`src/rtl/reg_bus_host_bridge_if.sv`:
```
// Host bridge signal bundle: host byte stream in/out plus the 14-bit register bus.
// The bridge uses the master modport; the host/slave side uses the slave modport.
interface reg_bus_host_bridge_if;
  logic [7:0]  rx_data;
  logic        rx_valid;
  logic        rx_ready;
  logic [7:0]  tx_data;
  logic        tx_valid;
  logic        tx_ready;
  logic [13:0] adr;
  logic        we;
  logic [7:0]  dat_w;
  logic [7:0]  dat_r;
  logic        chk_err;

  modport master (
    input  rx_data, rx_valid, tx_ready, dat_r,
    output rx_ready, tx_data, tx_valid, adr, we, dat_w, chk_err
  );

  modport slave (
    output rx_data, rx_valid, tx_ready, dat_r,
    input  rx_ready, tx_data, tx_valid, adr, we, dat_w, chk_err
  );
endinterface

```
`src/rtl/reg_bus_host_bridge.sv`:
```
// Host-side register bus master. Parses SYNC/HDR/LO/[DATA]/CHK packets from the
// host byte stream, performs one bus write or read, and answers with ACK, NACK
// or ACK followed by the read byte. All outputs come straight from registers.
module reg_bus_host_bridge #(
  parameter int unsigned TIMEOUT = 1023,
  parameter logic [7:0]  SYNC    = 8'h55,
  parameter logic [7:0]  ACK     = 8'hAA,
  parameter logic [7:0]  NACK    = 8'hEE
) (
  input  logic                        clk,
  input  logic                        rst,
  reg_bus_host_bridge_if.master       bus
);

  typedef enum logic [3:0] {
    S_IDLE,
    S_HDR,
    S_LO,
    S_DATA,
    S_CHK,
    S_BUS_W,
    S_BUS_R,
    S_BUS_RWAIT,
    S_RESP0,
    S_RESP1
  } state_t;

  // Idle-count value at which one more silent cycle means TIMEOUT has been reached.
  localparam logic [15:0] TIMEOUT_LAST = 16'(TIMEOUT - 1);

  state_t      state_reg;
  logic        rx_ready_reg;
  logic [7:0]  tx_data_reg;
  logic        tx_valid_reg;
  logic [13:0] adr_reg;
  logic        we_reg;
  logic [7:0]  dat_w_reg;
  logic        chk_err_reg;

  logic        is_read_reg;    // rw bit of the packet being parsed
  logic [5:0]  adr_hi_reg;     // HDR[5:0]; HDR[6] only contributes to the checksum
  logic [7:0]  adr_lo_reg;
  logic [7:0]  data_reg;
  logic [7:0]  sum_reg;        // running checksum over HDR, LO, DATA
  logic [7:0]  rd_reg;         // captured read data for RESP1
  logic        resp_read_reg;  // response is ACK followed by read data
  logic [15:0] idle_cnt_reg;

  logic rx_fire;
  logic tx_fire;
  logic collecting;

  assign rx_fire    = bus.rx_valid && rx_ready_reg;
  assign tx_fire    = tx_valid_reg && bus.tx_ready;
  assign collecting = (state_reg == S_HDR) || (state_reg == S_LO) ||
                      (state_reg == S_DATA) || (state_reg == S_CHK);

  assign bus.rx_ready = rx_ready_reg;
  assign bus.tx_data  = tx_data_reg;
  assign bus.tx_valid = tx_valid_reg;
  assign bus.adr      = adr_reg;
  assign bus.we       = we_reg;
  assign bus.dat_w    = dat_w_reg;
  assign bus.chk_err  = chk_err_reg;

  // Packet parser, bus sequencer and response FSM with registered outputs.
  always_ff @(posedge clk) begin
    if (rst) begin
      state_reg     <= S_IDLE;
      rx_ready_reg  <= 1'b0;
      tx_data_reg   <= 8'h00;
      tx_valid_reg  <= 1'b0;
      adr_reg       <= 14'h0000;
      we_reg        <= 1'b0;
      dat_w_reg     <= 8'h00;
      chk_err_reg   <= 1'b0;
      is_read_reg   <= 1'b0;
      adr_hi_reg    <= 6'h00;
      adr_lo_reg    <= 8'h00;
      data_reg      <= 8'h00;
      sum_reg       <= 8'h00;
      rd_reg        <= 8'h00;
      resp_read_reg <= 1'b0;
      idle_cnt_reg  <= 16'h0000;
    end else begin
      we_reg      <= 1'b0;
      chk_err_reg <= 1'b0;

      // Inter-byte idle counter: cleared by every accepted byte.
      if (rx_fire) begin
        idle_cnt_reg <= 16'h0000;
      end else if (collecting) begin
        idle_cnt_reg <= idle_cnt_reg + 16'd1;
      end

      case (state_reg)
        S_IDLE: begin
          rx_ready_reg <= 1'b1;
          if (rx_fire && (bus.rx_data == SYNC)) begin
            state_reg <= S_HDR;
          end
        end

        S_HDR: begin
          if (rx_fire) begin
            is_read_reg <= bus.rx_data[7];
            adr_hi_reg  <= bus.rx_data[5:0];
            sum_reg     <= bus.rx_data;
            state_reg   <= S_LO;
          end
        end

        S_LO: begin
          if (rx_fire) begin
            adr_lo_reg <= bus.rx_data;
            sum_reg    <= sum_reg + bus.rx_data;
            state_reg  <= is_read_reg ? S_CHK : S_DATA;
          end
        end

        S_DATA: begin
          if (rx_fire) begin
            data_reg  <= bus.rx_data;
            sum_reg   <= sum_reg + bus.rx_data;
            state_reg <= S_CHK;
          end
        end

        S_CHK: begin
          if (rx_fire) begin
            rx_ready_reg <= 1'b0;
            if (bus.rx_data == sum_reg) begin
              adr_reg       <= {adr_hi_reg, adr_lo_reg};
              resp_read_reg <= is_read_reg;
              if (is_read_reg) begin
                state_reg <= S_BUS_R;
              end else begin
                dat_w_reg <= data_reg;
                we_reg    <= 1'b1;
                state_reg <= S_BUS_W;
              end
            end else begin
              chk_err_reg   <= 1'b1;
              tx_data_reg   <= NACK;
              tx_valid_reg  <= 1'b1;
              resp_read_reg <= 1'b0;
              state_reg     <= S_RESP0;
            end
          end
        end

        S_BUS_W: begin
          tx_data_reg  <= ACK;
          tx_valid_reg <= 1'b1;
          state_reg    <= S_RESP0;
        end

        S_BUS_R: begin
          state_reg <= S_BUS_RWAIT;
        end

        S_BUS_RWAIT: begin
          rd_reg       <= bus.dat_r;
          tx_data_reg  <= ACK;
          tx_valid_reg <= 1'b1;
          state_reg    <= S_RESP0;
        end

        S_RESP0: begin
          if (tx_fire) begin
            if (resp_read_reg) begin
              tx_data_reg <= rd_reg;
              state_reg   <= S_RESP1;
            end else begin
              tx_valid_reg <= 1'b0;
              rx_ready_reg <= 1'b1;
              state_reg    <= S_IDLE;
            end
          end
        end

        S_RESP1: begin
          if (tx_fire) begin
            tx_valid_reg <= 1'b0;
            rx_ready_reg <= 1'b1;
            state_reg    <= S_IDLE;
          end
        end

        default: begin
          tx_valid_reg <= 1'b0;
          rx_ready_reg <= 1'b0;
          state_reg    <= S_IDLE;
        end
      endcase

      // A stalled packet is dropped silently once the idle count reaches TIMEOUT.
      if (collecting && !rx_fire && (idle_cnt_reg == TIMEOUT_LAST)) begin
        state_reg    <= S_IDLE;
        idle_cnt_reg <= 16'h0000;
      end
    end
  end

endmodule

```
`src/flat_wrapper.sv`:
```
// flat-port wrapper written by rule: the top's interface ports become plain ports
module reg_bus_host_bridge_flat 
#(
  parameter int unsigned TIMEOUT = 1023,
  parameter logic [7:0]  SYNC    = 8'h55,
  parameter logic [7:0]  ACK     = 8'hAA,
  parameter logic [7:0]  NACK    = 8'hEE
)
  (clk, rst, bus_rx_data, bus_rx_valid, bus_tx_ready, bus_dat_r, bus_rx_ready, bus_tx_data, bus_tx_valid, bus_adr, bus_we, bus_dat_w, bus_chk_err);
  reg_bus_host_bridge_if bus_i ();
  input  logic clk;
  input  logic rst;
  input wire logic [$bits(bus_i.rx_data)-1:0] bus_rx_data;
  input wire logic [$bits(bus_i.rx_valid)-1:0] bus_rx_valid;
  input wire logic [$bits(bus_i.tx_ready)-1:0] bus_tx_ready;
  input wire logic [$bits(bus_i.dat_r)-1:0] bus_dat_r;
  output wire logic [$bits(bus_i.rx_ready)-1:0] bus_rx_ready;
  output wire logic [$bits(bus_i.tx_data)-1:0] bus_tx_data;
  output wire logic [$bits(bus_i.tx_valid)-1:0] bus_tx_valid;
  output wire logic [$bits(bus_i.adr)-1:0] bus_adr;
  output wire logic [$bits(bus_i.we)-1:0] bus_we;
  output wire logic [$bits(bus_i.dat_w)-1:0] bus_dat_w;
  output wire logic [$bits(bus_i.chk_err)-1:0] bus_chk_err;
  assign bus_i.rx_data = bus_rx_data;
  assign bus_i.rx_valid = bus_rx_valid;
  assign bus_i.tx_ready = bus_tx_ready;
  assign bus_i.dat_r = bus_dat_r;
  assign bus_rx_ready = bus_i.rx_ready;
  assign bus_tx_data = bus_i.tx_data;
  assign bus_tx_valid = bus_i.tx_valid;
  assign bus_adr = bus_i.adr;
  assign bus_we = bus_i.we;
  assign bus_dat_w = bus_i.dat_w;
  assign bus_chk_err = bus_i.chk_err;
  reg_bus_host_bridge #(.TIMEOUT(TIMEOUT), .SYNC(SYNC), .ACK(ACK), .NACK(NACK)) u_core (.clk(clk), .rst(rst), .bus(bus_i));
endmodule
```
`config.mk`:
```
export PLATFORM = sky130hd
export DESIGN_NAME = reg_bus_host_bridge_flat
export DESIGN_NICKNAME = d
export VERILOG_FILES = /design/src/rtl/reg_bus_host_bridge_if.sv /design/src/rtl/reg_bus_host_bridge.sv /design/src/flat_wrapper.sv
export SDC_FILE = /design/constraint.sdc
export NUM_CORES = 1
export LEC_CHECK = 0
export ABC_AREA = 1
export ABC_CLOCK_PERIOD_IN_PS = 1850
export CORE_MARGIN = 5
export CORE_UTILIZATION = 56
export CTS_CLUSTER_DIAMETER = 100
export DETAILED_ROUTE_END_ITERATION = 10
export PLACE_DENSITY = 0.8
export SLEW_MARGIN = 25
export SYNTH_ARGS = -nofsm -noshare
export SYNTH_HDL_FRONTEND = slang
export SYNTH_SLANG_ARGS = --single-unit
```
`constraint.sdc`:
```
create_clock -name clk -period 1.85 [get_ports clk]
set_input_delay 0.185 -clock clk [delete_from_list [all_inputs] [get_ports clk]]
set_output_delay 0.185 -clock clk [all_outputs]
set_load 0.005 [all_outputs]
```
==> impl_metrics.py, run 1 <==
metrics = {
    "critical_path": {
        "critPathLaunchType": "flop",
        "r2r_start": "u_core.sum_reg[2]$_SDFFE_PP0P_",
        "arrival_ps": 2060,
        "worstPathMaxFanout": 7,
        "crit_chain": "ha_4, nor2_2, nand2_1, nor2_2, nand2_2, nor2_4, nand2_2, o21ai_0, nor2_1",
        "r2r_end": "u_core.bus.dat_w[7]$_SDFFE_PP0P_",
        "cp-end-kind": "flop",
        "slowest_delay_ps": 370,
        "rrSetupSlack_ps": 70,
        "cp.required_ps": 2130,
        "cp_slowest_cell": "dfxtp_2",
        "rr_worst_depth": 9,
        "worst-setup-path-type": "reg -> reg",
    },
    "clock_network": {
        "cts_tree": "done",
        "numCtsBuffers": 9,
        "cts.path.max_buffers": 2,
        "clkLatencyLatePin_ps": 370,
        "hold_buffers": 0,
        "root_buffer": "clkbuf_8",
        "cts.sinks": 94,
        "cts_max_level": 3,
        "clk_pin_slew_ps": 110,
    },
    "yosys": {
        "synth-edff-count": 0,
        "ys_seq_elements": 94,
        "avgSynthCellArea_um2": 7.071,
        "syn-cell-area_um2": 4539,
        "ys.flop_type": "dfxtp_1",
        "synth_cells": 642,
        "ys.warnings.count": 0,
        "synth.top_cell.area_share": 0.4146,
        "synth.distinct_cells": 37,
        "syn_nets": 672,
        "yosysSeqAreaShare": 0.4146,
        "async_flop_share": 0,
        "synth_commonest_cells": "131 x nand2_1, 104 x nor2_1, 94 x dfxtp_1, 67 x a21oi_1, 66 x inv_1",
        "synth.most_common_cell": "nand2_1",
        "synth_top_area_cell": "dfxtp_1",
        "synth_area_leaders": "dfxtp_1 41%, nand2_1 11%, nor2_1 8.6%",
    },
    "floorplan": {
        "die_y_um": 100.0,
        "rows": 32,
        "core-area_um2": 7807,
        "die_w_um": 100.0,
        "initial_core_util": 0.5814,
        "io-pin-count": 54,
        "die-area_um2": 10010,
    },
    "layout": {
        "drive_gt1_frac": 0.1377,
        "final_nets": 751,
        "largest_register_ffs": 16,
        "antenna_cells": 0,
        "area_growth_pct": 24.72,
        "layout.cells.non_filler": 828,
    },
    "timing": {
        "fin_crit_sh": 0.9633,
        "tightest_slew_ps": 334.8,
        "setup_tns_ps": 0,
        "timing.fmax_ghz": 0.5611,
        "finalHoldViolCount": 0,
        "slew_violations": 0,
        "fin_worst_skew_ps": 15.90,
        "relSlewSlack": 0.7765,
        "finalCriticalPeriod_ps": 1782,
        "setup_viol": 0,
    },
    "global_routing": {
        "grt_overflow": 0,
        "grt_pass1_vias": 4002,
        "grt_pass1_wl_mm": 17.61,
        "grt_usage": 0.2148,
        "grt_max_degree": 42,
        "antenna_found_initial": 0,
    },
    "detailed_routing": {
        "vias": 4328,
        "drc": 0,
        "wl_per_cell_um": 13.10,
        "met1Wirelength_mm": 4.789,
        "drt_pre_antenna_iters": 5,
        "top_layer": "met4",
        "antenna_left": 0,
        "route.met3.wl_um": 580,
        "drt-initial-drc-count": 204,
        "wl_met2_mm": 5.337,
        "routed_wl_mm": 10.85,
        "avgViaCountPerCell": 5.227,
    },
    "power_and_ir_drop": {
        "p_comb_frac": 0.078,
        "cellInternalPower_w": 0.002688,
        "swShare": 0.2671,
        "leakage_nw": 2.243,
        "max-vdd-ir-drop_uv": 423.7,
        "clkPwrFrac": 0.366,
        "seqPwrFrac": 0.557,
        "switching_power_w": 0.0009798,
        "cellPowerDensity_nw_per_um2": 647.8,
    },
    "placement": {
        "place.detailed.hpwl_mm": 7.686,
        "io_buffers": 53,
        "routabilityCongestion": 0.8860,
        "dp_cells": 807,
    },
    "worst_hold_path": {
        "holdCritPathClass": "in -> reg",
        "worst_hold_startpoint": "bus_dat_r[2]",
        "holdPathEnd": "u_core.rd_reg[2]$_SDFFE_PP0P_",
        "min_path_cells": 3,
    },
    "status": {
        "status": "finished clean",
    },
    "flow_run": {
        "maxCapViolations": 0,
    },
}
[per-stage QoR]
step / utilization / setup slack (ps) / total power (W) / hold WS, ps / area (um2)
finish: 0.7252 / 67.85 / 0.003668 / 408.1 / 5662
global route: 0.7252 / -25.26 / 0.003828 / 411.5 / 5662
CTS: 0.7051 / 48.23 / 0.003661 / 399.8 / 5505
global placement: 0.6800 / -187.1 / 0.002348 / 428.9 / 5309
floorplan: - / 209.2 / 0.002233 / 319.9 / 4539
detailed placement: 0.6800 / -300.1 / 0.002353 / 432.7 / 5309
[repair_timing]
action / CTS / global route
setup endpoints to repair: 0 / 31
setup buffers: 0 / 3
resized for setup: 0 / 33
[worst max-delay path by stage]
stage                                    from                                  to  slack [ps]
6_report       u_core.sum_reg[2]$_SDFFE_PP0P_    u_core.bus.dat_w[7]$_SDFFE_PP0P_          70
5_1_grt        u_core.sum_reg[6]$_SDFFE_PP0P_    u_core.bus.dat_w[3]$_SDFFE_PP0P_         -30
4_1_cts        u_core.sum_reg[5]$_SDFFE_PP0P_      u_core.bus.adr[6]$_SDFFE_PP0P_          50
3_5_place_dp                   bus_rx_data[6]     u_core.bus.adr[12]$_SDFFE_PP0P_        -300
3_3_place_gp                   bus_rx_data[5]  u_core.bus.tx_data[0]$_SDFFE_PP0P_        -190
2_1_floorplan  u_core.sum_reg[5]$_SDFFE_PP0P_    u_core.bus.dat_w[0]$_SDFFE_PP0P_         210
[cells in the final DEF, fill, tap and decap left out, types with 7 or more instances in the layout]
cell type        count
nand2_1            130
nor2_1             102
dfxtp_1             89
a21oi_1             67
inv_1               65
clkdlybuf4s50_1     53
o21ai_0             49
buf_4               31
nand3_1             29
o21ai_1              9
clkbuf_8             9
nor3_1               8
ha_4                 7
[logic make-up after synthesis]
| kind of cell | share of synthesized area |
|---|---|
| simple gates | 0.2991 |
| compound gates | 0.1453 |
| buf+inv | 0.09068 |
| flops | 0.4146 |
| xor+xnor | 0.02122 |
| fa+ha+maj | 0.02922 |
[area by class of cell]
cell class | count | area [um2]
clock buffers | 9 | 123.9
clock inverters | 7 | 72.57
fillers | 626 | 2146
inverters | 73 | 284.0
multi-input cells | 455 | 2355
flip-flops and latches | 94 | 1888
well taps | 102 | 127.6
repair buffers | 88 | 810.8
[routing by layer]
layer / vias to the layer above / GRT usage
li1: 2216 / -
met1: 1982 / 0.2648
met2: 113 / 0.3776
met3: 17 / 0.04864
met4: 0 / 0.05803
met5: - / 0
[power by group through the flow]
stage / clock network [W] / logic [W] / registers, W
CTS: 0.00135 / 0.000267 / 0.00204
floorplan: 0 / 0.000149 / 0.00208
finish: 0.00134 / 0.000284 / 0.00204
global route: 0.00147 / 0.000313 / 0.00204
global placement: 0 / 0.000260 / 0.00209
detailed placement: 0 / 0.000265 / 0.00209
[worst max-delay path, delay by kind of cell, from the launching register on]
kind,cells,cell delay (ps)
flip-flops,1,370
adder cells (fa/ha/maj),1,210
AND/OR/NAND/NOR,7,930
AO/OA/AOI/OAI,1,170
Note: power is estimated with default switching activity, not from simulation.
==> run 2: changes to the inputs <==
--- a/config.mk
+++ b/config.mk
@@ -6,8 +6,8 @@
 export NUM_CORES = 1
 export LEC_CHECK = 0
 export ABC_AREA = 1
-export ABC_CLOCK_PERIOD_IN_PS = 1850
-export CORE_MARGIN = 5
+export ABC_CLOCK_PERIOD_IN_PS = 1900
+export CORE_MARGIN = 4
 export CORE_UTILIZATION = 56
 export CTS_CLUSTER_DIAMETER = 100
 export DETAILED_ROUTE_END_ITERATION = 10
==> constraint.sdc (replaced) <==
create_clock -name clk -period 1.9 [get_ports clk]
set_input_delay 0.19 -clock clk [delete_from_list [all_inputs] [get_ports clk]]
set_output_delay 0.19 -clock clk [all_outputs]
set_load 0.005 [all_outputs]
==> impl_metrics.py, run 2 (synthesis gave the netlist of run 1 again) <==
metrics = {
    "detailed_routing": {
        "antenna_left": 0,
        "avgViaCountPerCell": 5.146,
        "routed_wl_mm": 10.17,
        "wl_per_cell_um": 12.34,
        "drt_pre_antenna_iters": 5,
        "drc": 0,
        "vias": 4240,
        "drt-initial-drc-count": 152,
    },
    "clock_network": {
        "cts_tree": "done",
        "clk_pin_slew_ps": 100,
        "root_buffer": "clkbuf_8",
        "cts.sinks": 94,
        "cts_max_level": 3,
        "cts.path.max_buffers": 2,
        "numCtsBuffers": 9,
        "clkLatencyLatePin_ps": 360,
    },
    "critical_path": {
        "arrival_ps": 2040,
        "worst-setup-path-type": "reg -> reg",
        "cp.required_ps": 2200,
        "worstPathMaxFanout": 12,
        "cp-end-kind": "flop",
        "critPathLaunchType": "flop",
    },
    "layout": {
        "antenna_cells": 0,
        "num-fill-cells": 683,
        "final_common_cell": "nand2_1",
        "final-seq-area_um2": 1882,
        "drive_gt1_frac": 0.1108,
        "final_cell_mix": "131 x nand2_1, 102 x nor2_1, 94 x dfxtp_1",
        "multi_input_area_um2": 2251,
        "layout.cells.non_filler": 824,
        "final_nets": 747,
        "largest_register_ffs": 16,
        "area_growth_pct": 21.58,
    },
    "timing": {
        "tightest_slew_ps": 336.2,
        "timing.hold.ws_ps": 411.6,
        "fin_worst_skew_ps": 15.15,
        "worst_slack_ps": 165.7,
        "rsz0062_at_grt": "no",
        "fin_crit_sh": 0.9128,
        "finalCriticalPeriod_ps": 1734,
        "relSlewSlack": 0.7753,
        "finalHoldViolCount": 0,
        "setup_viol": 0,
        "timing.fmax_ghz": 0.5766,
        "slew_violations": 0,
        "setup_tns_ps": 0,
    },
    "status": {
        "status": "finished clean",
    },
    "global_routing": {
        "grt_max_degree": 44,
        "grt_pass1_vias": 3979,
        "grt_usage": 0.2176,
        "grt_overflow": 0,
        "antenna_found_initial": 0,
        "grt_pass1_wl_mm": 17.49,
    },
    "floorplan": {
        "rows": 32,
        "core-area_um2": 7807,
        "initial_core_util": 0.5814,
        "die_w_um": 98.04,
        "io-pin-count": 54,
        "die-area_um2": 9611,
        "die_y_um": 98.04,
    },
    "power_and_ir_drop": {
        "leakage_nw": 2.237,
        "max-vdd-ir-drop_uv": 448.5,
        "p_total_w": 0.003649,
        "cellPowerDensity_nw_per_um2": 661.2,
    },
    "placement": {
        "place.detailed.hpwl_mm": 7.534,
        "dp_slack_ps": -212.5,
        "routabilityCongestion": 0.8534,
        "dp_cells": 808,
        "io_buffers": 53,
    },
    "worst_hold_path": {
        "holdCritPathClass": "in -> reg",
    },
    "flow_run": {
        "maxCapViolations": 0,
    },
}
-- run 2: per-layer routing --
metal	vias up	global-route usage	share of wire
met5	-	0	0
met4	0	0.05751	0.014
met3	13	0.04929	0.060
met2	107	0.3937	0.49
met1	1922	0.2587	0.44
li1	2198	-	-
-- run 2: where the power goes --
part           leakage, nW  internal [W]  switching, W
Sequential           0.757       0.00198    0.00000787
Clock                0.110      0.000666      0.000736
Combinational         1.37      0.000112      0.000150
Total                 2.24       0.00276      0.000893
-- run 2: layout make-up --
type | count | share of cell area
inverter | 73 | 0.05033
clock buffer | 10 | 0.02494
multi-input combinational | 454 | 0.4078
sequential | 94 | 0.3410
tap | 102 | 0.02312
clock inverter | 6 | 0.01315
timing repair buffer | 85 | 0.1397
-- run 2: critical path, stage by stage, from the launching register on --
cell     delay (ps)
dfxtp_1         320
ha_1            290
nor2_1          110
nand2_1          80
nor2_2          140
nand2_1         120
nor2_4          190
buf_4           190
o21ai_0          90
a21oi_1         140
-- run 2: final timing paths --
| path | slack, ps | end | cells past startpoint | start |
|---|---|---|---|---|
| setup / recovery | 170 | u_core.bus.adr[12]$_SDFFE_PP0P_ | 9 | u_core.sum_reg[5]$_SDFFE_PP0P_ |
| hold / removal | 410 | u_core.rd_reg[1]$_SDFFE_PP0P_ | 3 | bus_dat_r[1] |
| setup reg to reg | 170 | u_core.bus.adr[12]$_SDFFE_PP0P_ | 9 | u_core.sum_reg[5]$_SDFFE_PP0P_ |
| hold reg to reg | 450 | u_core.data_reg[4]$_SDFFE_PP0P_ | 2 | u_core.data_reg[4]$_SDFFE_PP0P_ |
-- run 2: repair_timing --
item / 4_1_cts / 5_1_grt
gates resized for setup: 0 / 2
hold buffers: 0 / 0
buffers inserted: 0 / 0
endpoints found under the setup margin: 0 / 5
-- run 2: per-stage QoR --
stage | cell area, um2 | utilization
after floorplan | 4539 | -
after global placement | 5304 | 0.6793
after detailed placement | 5304 | 0.6793
after CTS | 5514 | 0.7063
after global routing | 5519 | 0.7069
final | 5519 | 0.7069
==> run 3: changes to the inputs <==
--- a/config.mk
+++ b/config.mk
@@ -12,6 +12,7 @@
 export CTS_CLUSTER_DIAMETER = 100
 export DETAILED_ROUTE_END_ITERATION = 10
 export PLACE_DENSITY = 0.8
+export REMOVE_ABC_BUFFERS = 1
 export SLEW_MARGIN = 25
 export SYNTH_ARGS = -nofsm -noshare
 export SYNTH_HDL_FRONTEND = slang
==> impl_metrics.py, run 3 (synthesis gave the netlist of run 1 again) <==
metrics = {
    "status": {
        "status": "finished clean",
    },
    "layout": {
        "antenna_cells": 0,
        "drive_gt1_frac": 0.1330,
        "final_nets": 747,
        "area_growth_pct": 23.65,
        "final_cell_mix": "130 x nand2_1, 101 x nor2_1, 87 x dfxtp_1",
        "postLayoutCellArea_um2": 5613,
        "largest_register_ffs": 16,
        "final_common_cell": "nand2_1",
        "num-fill-cells": 650,
    },
    "timing": {
        "finalHoldViolCount": 0,
        "relSlewSlack": 0.7703,
        "fin_worst_skew_ps": 11.24,
        "finalCriticalPeriod_ps": 1866,
        "fin_crit_sh": 0.9819,
        "timing.hold.ws_ps": 413.3,
        "rsz0062_at_grt": "yes",
        "tightest_slew_ps": 343.2,
        "setup_viol": 0,
        "slew_violations": 0,
        "timing.fmax_ghz": 0.5360,
    },
    "detailed_routing": {
        "avgViaCountPerCell": 5.215,
        "antenna_left": 0,
        "drt-initial-drc-count": 148,
        "vias": 4297,
        "routed_wl_mm": 10.79,
        "drc": 0,
        "wl_per_cell_um": 13.10,
        "drt_pre_antenna_iters": 4,
    },
    "floorplan": {
        "rows": 32,
        "die-area_um2": 9611,
        "initial_core_util": 0.5814,
        "die_y_um": 98.04,
        "core-area_um2": 7807,
        "die_w_um": 98.04,
        "io-pin-count": 54,
    },
    "clock_network": {
        "cts.path.max_buffers": 2,
        "cts_max_level": 3,
        "hold_buffers": 0,
        "cts_tree": "done",
        "root_buffer": "clkbuf_8",
        "cts.sinks": 94,
        "numCtsBuffers": 9,
        "cts_setup_buffers": 0,
        "cts.repair.resized": 0,
        "clkLatencyLatePin_ps": 370,
        "clk_pin_slew_ps": 100,
    },
    "power_and_ir_drop": {
        "swShare": 0.2718,
        "clkPwrFrac": 0.371,
        "seqPwrFrac": 0.554,
        "cellPowerDensity_nw_per_um2": 640.5,
        "switching_power_w": 0.0009771,
        "cellInternalPower_w": 0.002618,
        "leakage_nw": 2.228,
        "p_comb_frac": 0.075,
        "max-vdd-ir-drop_uv": 579.6,
    },
    "critical_path": {
        "crit_top_cell": "nor2_1",
        "cp_slowest_cell": "clkdlybuf4s50_1",
        "crit_chain": "clkdlybuf4s50_1, ha_4, nor2_1, nand2_1, nor2_2, nand2_2, nor2_4, nand2_4, o21ai_0, nor2_1",
        "critPathBufInv": 1,
        "worst-setup-path-type": "in -> reg",
        "critPathLaunchType": "input port",
        "worstPathMaxFanout": 10,
        "cp_top_family": "simple AND/OR/NAND/NOR gates",
        "cp-end-kind": "flop",
        "arrival_ps": 2120,
        "slowest_delay_ps": 550,
        "cp.required_ps": 2160,
    },
    "placement": {
        "routabilityCongestion": 0.9294,
        "io_buffers": 53,
        "placed_area_um2": 5329,
        "place.detailed.hpwl_mm": 7.835,
    },
    "global_routing": {
        "grt_pass1_vias": 4137,
        "grt_overflow": 0,
        "grt_usage": 0.2244,
        "grt_pass1_wl_mm": 18.22,
        "grt_max_degree": 62,
        "antenna_found_initial": 0,
    },
    "flow_run": {
        "maxCapViolations": 0,
    },
    "worst_hold_path": {
        "holdCritPathClass": "in -> reg",
    },
}
==> run 3: cell types whose count changed in the layout (fill, tap and decap cells not counted), sizes merged <==
cell / delta
clkinv: +1
clkinvlp: +2
inv: -1
clkbuf: -1
bufinv: -1
==> run 3: metal layers <==
layer  track usage  wire [um]
met4       0.07455        177
met5             0          0
met1        0.2739       4676
met3       0.04214        543
met2        0.3963       5395
==> run 3: per-stage QoR <==
stage	std cells	utilization	TNS [ps]	worst slack (ps)	power [W]
after floorplan	621	-	0	76.92	0.002156
after global placement	808	0.6825	-5519	-330.7	0.002289
after detailed placement	808	0.6825	-7020	-332.5	0.002294
after CTS	824	0.7080	0	23.42	0.003599
after global routing	824	0.7189	-53.35	-22.04	0.003728
final	824	0.7189	0	34.46	0.003595
==> run 3: power groups by stage <==
stage	clock network (W)	logic, W	registers, W
6_report	0.00133	0.000270	0.00199
5_1_grt	0.00143	0.000300	0.00199
4_1_cts	0.00135	0.000261	0.00199
3_5_place_dp	0	0.000259	0.00203
3_3_place_gp	0	0.000255	0.00203
2_1_floorplan	0	0.000124	0.00203
==> run 3: path summary, 6_finish.rpt <==
path,startpoint,depth (start not counted),to,slack (ps)
setup / recovery,bus_rx_data[0],10,u_core.bus.dat_w[6]$_SDFFE_PP0P_,30
hold / removal,bus_dat_r[2],3,u_core.rd_reg[2]$_SDFFE_PP0P_,410
setup reg to reg,u_core.sum_reg[5]$_SDFFE_PP0P_,9,u_core.bus.dat_w[6]$_SDFFE_PP0P_,50
hold reg to reg,u_core.data_reg[7]$_SDFFE_PP0P_,2,u_core.data_reg[7]$_SDFFE_PP0P_,460
==> run 3: layout make-up <==
class	instances	area (um2)	share of cell area
Clock buffer	9	123.9	0.02207
Clock inverter	7	75.07	0.01337
Tap cell	102	127.6	0.02274
Sequential cell	94	1891	0.3368
Timing Repair Buffer	85	795.8	0.1418
Inverter	73	281.5	0.05016
Multi-Input combinational cell	454	2318	0.4131
==> run 3: tightest hold or removal path, delay by kind of cell <==
family / cells / cell delay, ps
buffers and inverters: 1 / 390
and+or+nand+nor: 2 / 150
